===== src/rtl/queue_2x412_pkg.sv =====
// Shared types and helpers for the 2x412 pipeline queue.
package queue_2x412_pkg;

    localparam int DEFAULT_DEPTH = 2;
    localparam int DEFAULT_WIDTH = 412;

    typedef logic [DEFAULT_WIDTH-1:0] payload_t;

    // Explicit wrap so non-power-of-2 depths never index past the last entry.
    function automatic int unsigned ptr_next(
        input int unsigned ptr,
        input int unsigned depth
    );
        return (ptr == depth - 1) ? 32'd0 : ptr + 32'd1;
    endfunction

endpackage


===== src/rtl/ram_2x412.sv =====
// 1R1W storage array: posedge write, combinational read.
module ram_2x412
    import queue_2x412_pkg::*;
#(
    parameter int DEPTH = DEFAULT_DEPTH,
    parameter int WIDTH = DEFAULT_WIDTH,
    localparam int AW = $clog2(DEPTH)
) (
    input  logic [AW-1:0]    R0_addr,
    input  logic             R0_en,
    input  logic             R0_clk,
    output logic [WIDTH-1:0] R0_data,
    input  logic [AW-1:0]    W0_addr,
    input  logic             W0_en,
    input  logic             W0_clk,
    input  logic [WIDTH-1:0] W0_data
);

    logic [WIDTH-1:0] mem [DEPTH];

    // Reads are asynchronous; the read clock exists only for port parity.
    logic unused_r0_clk;
    assign unused_r0_clk = R0_clk;

    always_ff @(posedge W0_clk) begin
        if (W0_en) begin
            mem[W0_addr] <= W0_data;
        end
    end

    assign R0_data = R0_en ? mem[R0_addr] : {WIDTH{1'bx}};

endmodule


===== src/rtl/queue_2x412.sv =====
// Valid/ready FIFO controller driving an external 1R1W array.
module queue_2x412
    import queue_2x412_pkg::*;
#(
    parameter int DEPTH = DEFAULT_DEPTH,
    parameter int WIDTH = DEFAULT_WIDTH,
    parameter int PIPE  = 0,
    localparam int CW = $clog2(DEPTH + 1)
) (
    input  logic             clock,
    input  logic             reset,
    output logic             io_enq_ready,
    input  logic             io_enq_valid,
    input  logic [WIDTH-1:0] io_enq_bits,
    input  logic             io_deq_ready,
    output logic             io_deq_valid,
    output logic [WIDTH-1:0] io_deq_bits,
    output logic [CW-1:0]    io_count
);

    localparam int PW = $clog2(DEPTH);

    logic [PW-1:0] enq_ptr;
    logic [PW-1:0] deq_ptr;
    logic          maybe_full;

    logic ptr_match;
    logic empty;
    logic full;
    logic do_enq;
    logic do_deq;

    logic [CW-1:0]    diff;
    logic [WIDTH-1:0] r0_data;

    assign ptr_match = (enq_ptr == deq_ptr);
    assign empty     = ptr_match & ~maybe_full;
    assign full      = ptr_match & maybe_full;

    assign io_deq_valid = ~empty;
    assign io_enq_ready = (PIPE != 0) ? (~full | io_deq_ready) : ~full;

    assign do_enq = io_enq_valid & io_enq_ready;
    assign do_deq = io_deq_valid & io_deq_ready;

    always_ff @(posedge clock or posedge reset) begin
        if (reset) begin
            enq_ptr    <= '0;
            deq_ptr    <= '0;
            maybe_full <= 1'b0;
        end else begin
            if (do_enq) begin
                enq_ptr <= PW'(ptr_next(32'(enq_ptr), DEPTH));
            end
            if (do_deq) begin
                deq_ptr <= PW'(ptr_next(32'(deq_ptr), DEPTH));
            end
            if (do_enq != do_deq) begin
                maybe_full <= do_enq;
            end
        end
    end

    // Modular difference; adding DEPTH on underflow keeps it in [0, DEPTH).
    assign diff = CW'(enq_ptr) - CW'(deq_ptr)
                + ((deq_ptr > enq_ptr) ? CW'(DEPTH) : CW'(0));
    assign io_count = full ? CW'(DEPTH) : diff;

    ram_2x412 #(
        .DEPTH (DEPTH),
        .WIDTH (WIDTH)
    ) u_ram (
        .R0_addr (deq_ptr),
        .R0_en   (1'b1),
        .R0_clk  (clock),
        .R0_data (r0_data),
        .W0_addr (enq_ptr),
        .W0_en   (do_enq & ~reset),
        .W0_clk  (clock),
        .W0_data (io_enq_bits)
    );

    assign io_deq_bits = r0_data;

endmodule


===== config.mk =====
export PLATFORM = sky130hd
export DESIGN_NAME = queue_2x412
export DESIGN_NICKNAME = d
export VERILOG_FILES = /design/src/rtl/queue_2x412_pkg.sv /design/src/rtl/ram_2x412.sv /design/src/rtl/queue_2x412.sv
export SDC_FILE = /design/constraint.sdc
export NUM_CORES = 1
export LEC_CHECK = 0
export BUFFER_PORTS_ARGS = -buffer_cell sky130_fd_sc_hd__buf_4
export CAP_MARGIN = 20
export CORE_AREA = 3 3 322 324
export CTS_CLUSTER_SIZE = 14
export DETAILED_ROUTE_END_ITERATION = 8
export DIE_AREA = 0 0 325 327
export GPL_TIMING_DRIVEN = 0
export PLACE_DENSITY_LB_ADDON = 0.25
export SYNTH_ARGS = -nofsm -noshare
export SYNTH_HDL_FRONTEND = slang
export SYNTH_SLANG_ARGS = --single-unit

===== constraint.sdc =====
create_clock -name clock -period 28.4 [get_ports clock]
set_clock_uncertainty 0.1 [all_clocks]
set_input_delay 5.68 -clock clock [delete_from_list [all_inputs] [get_ports clock]]
set_output_delay 5.68 -clock clock [all_outputs]
set_load 0.1 [all_outputs]

==> impl_metrics.csv <==
group,metric,value,unit
synthesis,synth_seq_cells,827,
sta,grt_setup_unrepaired,"false",
synthesis,avgSynthCellArea,23.2,um^2
global_route,grt.overflow.total,0,
sta,post-route-min-period,8.49,ns
route,vias_per_cell,4.27,
route,wirelength,79100,um
setup_path,end_kind,"output port",
synthesis,synth_area,30300,um^2
clock_network,cts_tree,"yes",
route,vias,15800,
sta,tightest_slew,0.790,ns
route,top_layer,"met4",
status,status,"finished, final reports clean",
clock_network,worstSkewPairLatency,0.65,ns
route,m1WireLength,27000,um
placed_design,place_inst,3531,
clock_network,numCtsBuffers,90,
finish,final_cells,3702,
placed_design,gp_congestion,0.838,
route,drt_iter0_markers,834,
hold_path,hold_path.class,"reg -> reg",
global_route,antenna_found_initial,11,
setup_path,crit_fanout,10,
route,dr_wl_met2,41600,um
synthesis,synthCells,1307,
clock_network,cts_resized,0,
setup_path,startpoint_type,"flip-flop",
setup_path,cp_slowest_stage_delay,0.56,ns
sta,max_slew_margin,47.2,%
placed_design,port_buffers,831,
floorplan,num_rows,117,
floorplan,coreArea,101000,um^2
floorplan,ioPinCount,832,
global_route,grt.total_usage,14.4,%
global_route,grt_pass1_vias,17300,
sta,max_freq,118,MHz
finish,final_cell_mix,"buf_4, edfxtp_1, mux2_2",
finish,final_common_cell,"buf_4",
sta,drv_slew,0,
finish,nNetsFinal,2671,
route,drt_first_pass_iters,5,
finish,drive_gt1_share,61.8,%
synthesis,yosysWarnings,0,
setup_path,crit_type,"reg -> out",
sta,hold_violations,0,
setup_path,worstPathCellList,"buf_2 -> buf_2 -> buf_4 -> mux2_2 -> buf_4",
clock_network,htreeDepth,3,
clock_network,path_clk_slew,0.05,ns
route,postRouteAntennaNets,0,
global_route,grt_pass1_wl,113000,um
floorplan,die_x,325,um
global_route,grt_start_max_net_pins,68,
finish,final_core_util,41.1,%
sta,setup_violations,0,
clock_network,post-cts-setup-buffers,0,
setup_path,required,22.62,ns
clock_network,cts_hold_buffers,0,
clock_network,root_buffer,"clkbuf_16",
finish,num-fill-cells,9156,
setup_path,cpMaxStageDelayCell,"buf_2",
synthesis,synth_nets,1723,
synthesis,synth_seq_area_share,81.9,%
floorplan,die-area,106000,um^2
floorplan,start_util,29.9,%
route,drc_errors,0,
clock_network,clockBufferDepth,3,
floorplan,die_h,327,um
flow_run,cap_violations,0,
finish,syn2layout_area_growth,37.5,%
clock_network,clkSinkCount,827,
route,wl_per_cell,21.4,um
route,wl_met3,8010,um
synthesis,synth_cell_type_count,21,
placed_design,dp_hpwl,58500,um
sta,finalCritPeriodShare,29.9,%
setup_path,worstPathArrival,2.71,ns
-- worst paths after layout --
check                        start           endpoint  slack [ns]  cells past startpoint
hold / removal             enq_ptr            enq_ptr        0.59                      2
setup / recovery           deq_ptr   io_deq_bits[227]       19.91                      5
max in group asynchronous    reset            deq_ptr       23.19                      2
hold reg to reg            enq_ptr            enq_ptr        0.59                      2
setup reg to reg           deq_ptr  u_ram.mem[0][176]       24.76                      8
min in group asynchronous    reset         maybe_full        4.83                      2
-- cells by family after synthesis --
group,after synthesis,synth area share [%]
buffers and inverters,53,1.28
AOI/OAI and AO/OA,10,0.227
xor gates and xnor gates,1,0.0289
DFF,827,81.9
and+or+nand+nor,4,0.0619
muxes,412,16.5
-- synth_stat cells --
cell       instances  area (um^2)
and3_1             1         6.26
nand2_1            2         7.51
xnor2_1            1         8.76
dfrtp_1            3         75.1
mux2_2           312         3510
mux2_4           100         1500
buf_4             22          165
a21o_1             1         7.51
a21oi_1            1         5.00
inv_1              6         22.5
o2111a_1           1         11.3
buf_2             13         65.1
nand3_1            1         5.00
buf_6             12          135
o21ai_1            1         5.00
a211oi_1           1         7.51
a31oi_1            1         6.26
edfxtp_1         824        24700
a21boi_0           1         7.51
a2bb2oi_1          1         8.76
o21ai_0            2         10.0
-- sequential cells by signal, indices dropped and copies added (netlist names) --
signal and count:
deq_ptr 1, maybe_full 1, enq_ptr 1, u_ram.mem 824
-- cell type report --
cell class / count / area [um^2] / area share (%)
antenna: 9 / 22.5 / 0.0540
clock buffer: 115 / 2410 / 5.78
multi-input combinational: 427 / 5130 / 12.3
timing repair buffer: 856 / 6840 / 16.4
clock inverter: 47 / 358 / 0.858
tap: 1368 / 1710 / 4.11
buffer: 47 / 365 / 0.877
sequential: 827 / 24800 / 59.5
inverter: 6 / 22.5 / 0.0540
-- metal layers --
layer / global-route usage (%) / vias up
met5: 0 / -
met4: 5.73 / 0
met3: 6.51 / 141
met2: 25.7 / 613
met1: 14.5 / 7870
li1: - / 7166
-- critical path, delay by kind of cell, from the launching register on --
family / cells / cell delay, ns
buf+inv: 4 / 1.34
flops: 1 / 0.31
mux: 1 / 0.38
-- through the flow --
step,setup TNS [ns],hold slack (ns),setup slack (ns),area (um^2)
finish,0,0.593,19.91,41700
global route,0,0.666,19.75,41700
CTS,0,0.591,19.76,41700
detailed placement,0,0.585,19.86,38900
global placement,-4265.17,0.526,-10.44,38300
floorplan,0,0.509,1.29,30300
Power is left out: the tool's default activity adds up to more than one toggle a clock period on the data nets, which glitch-free logic cannot reach.
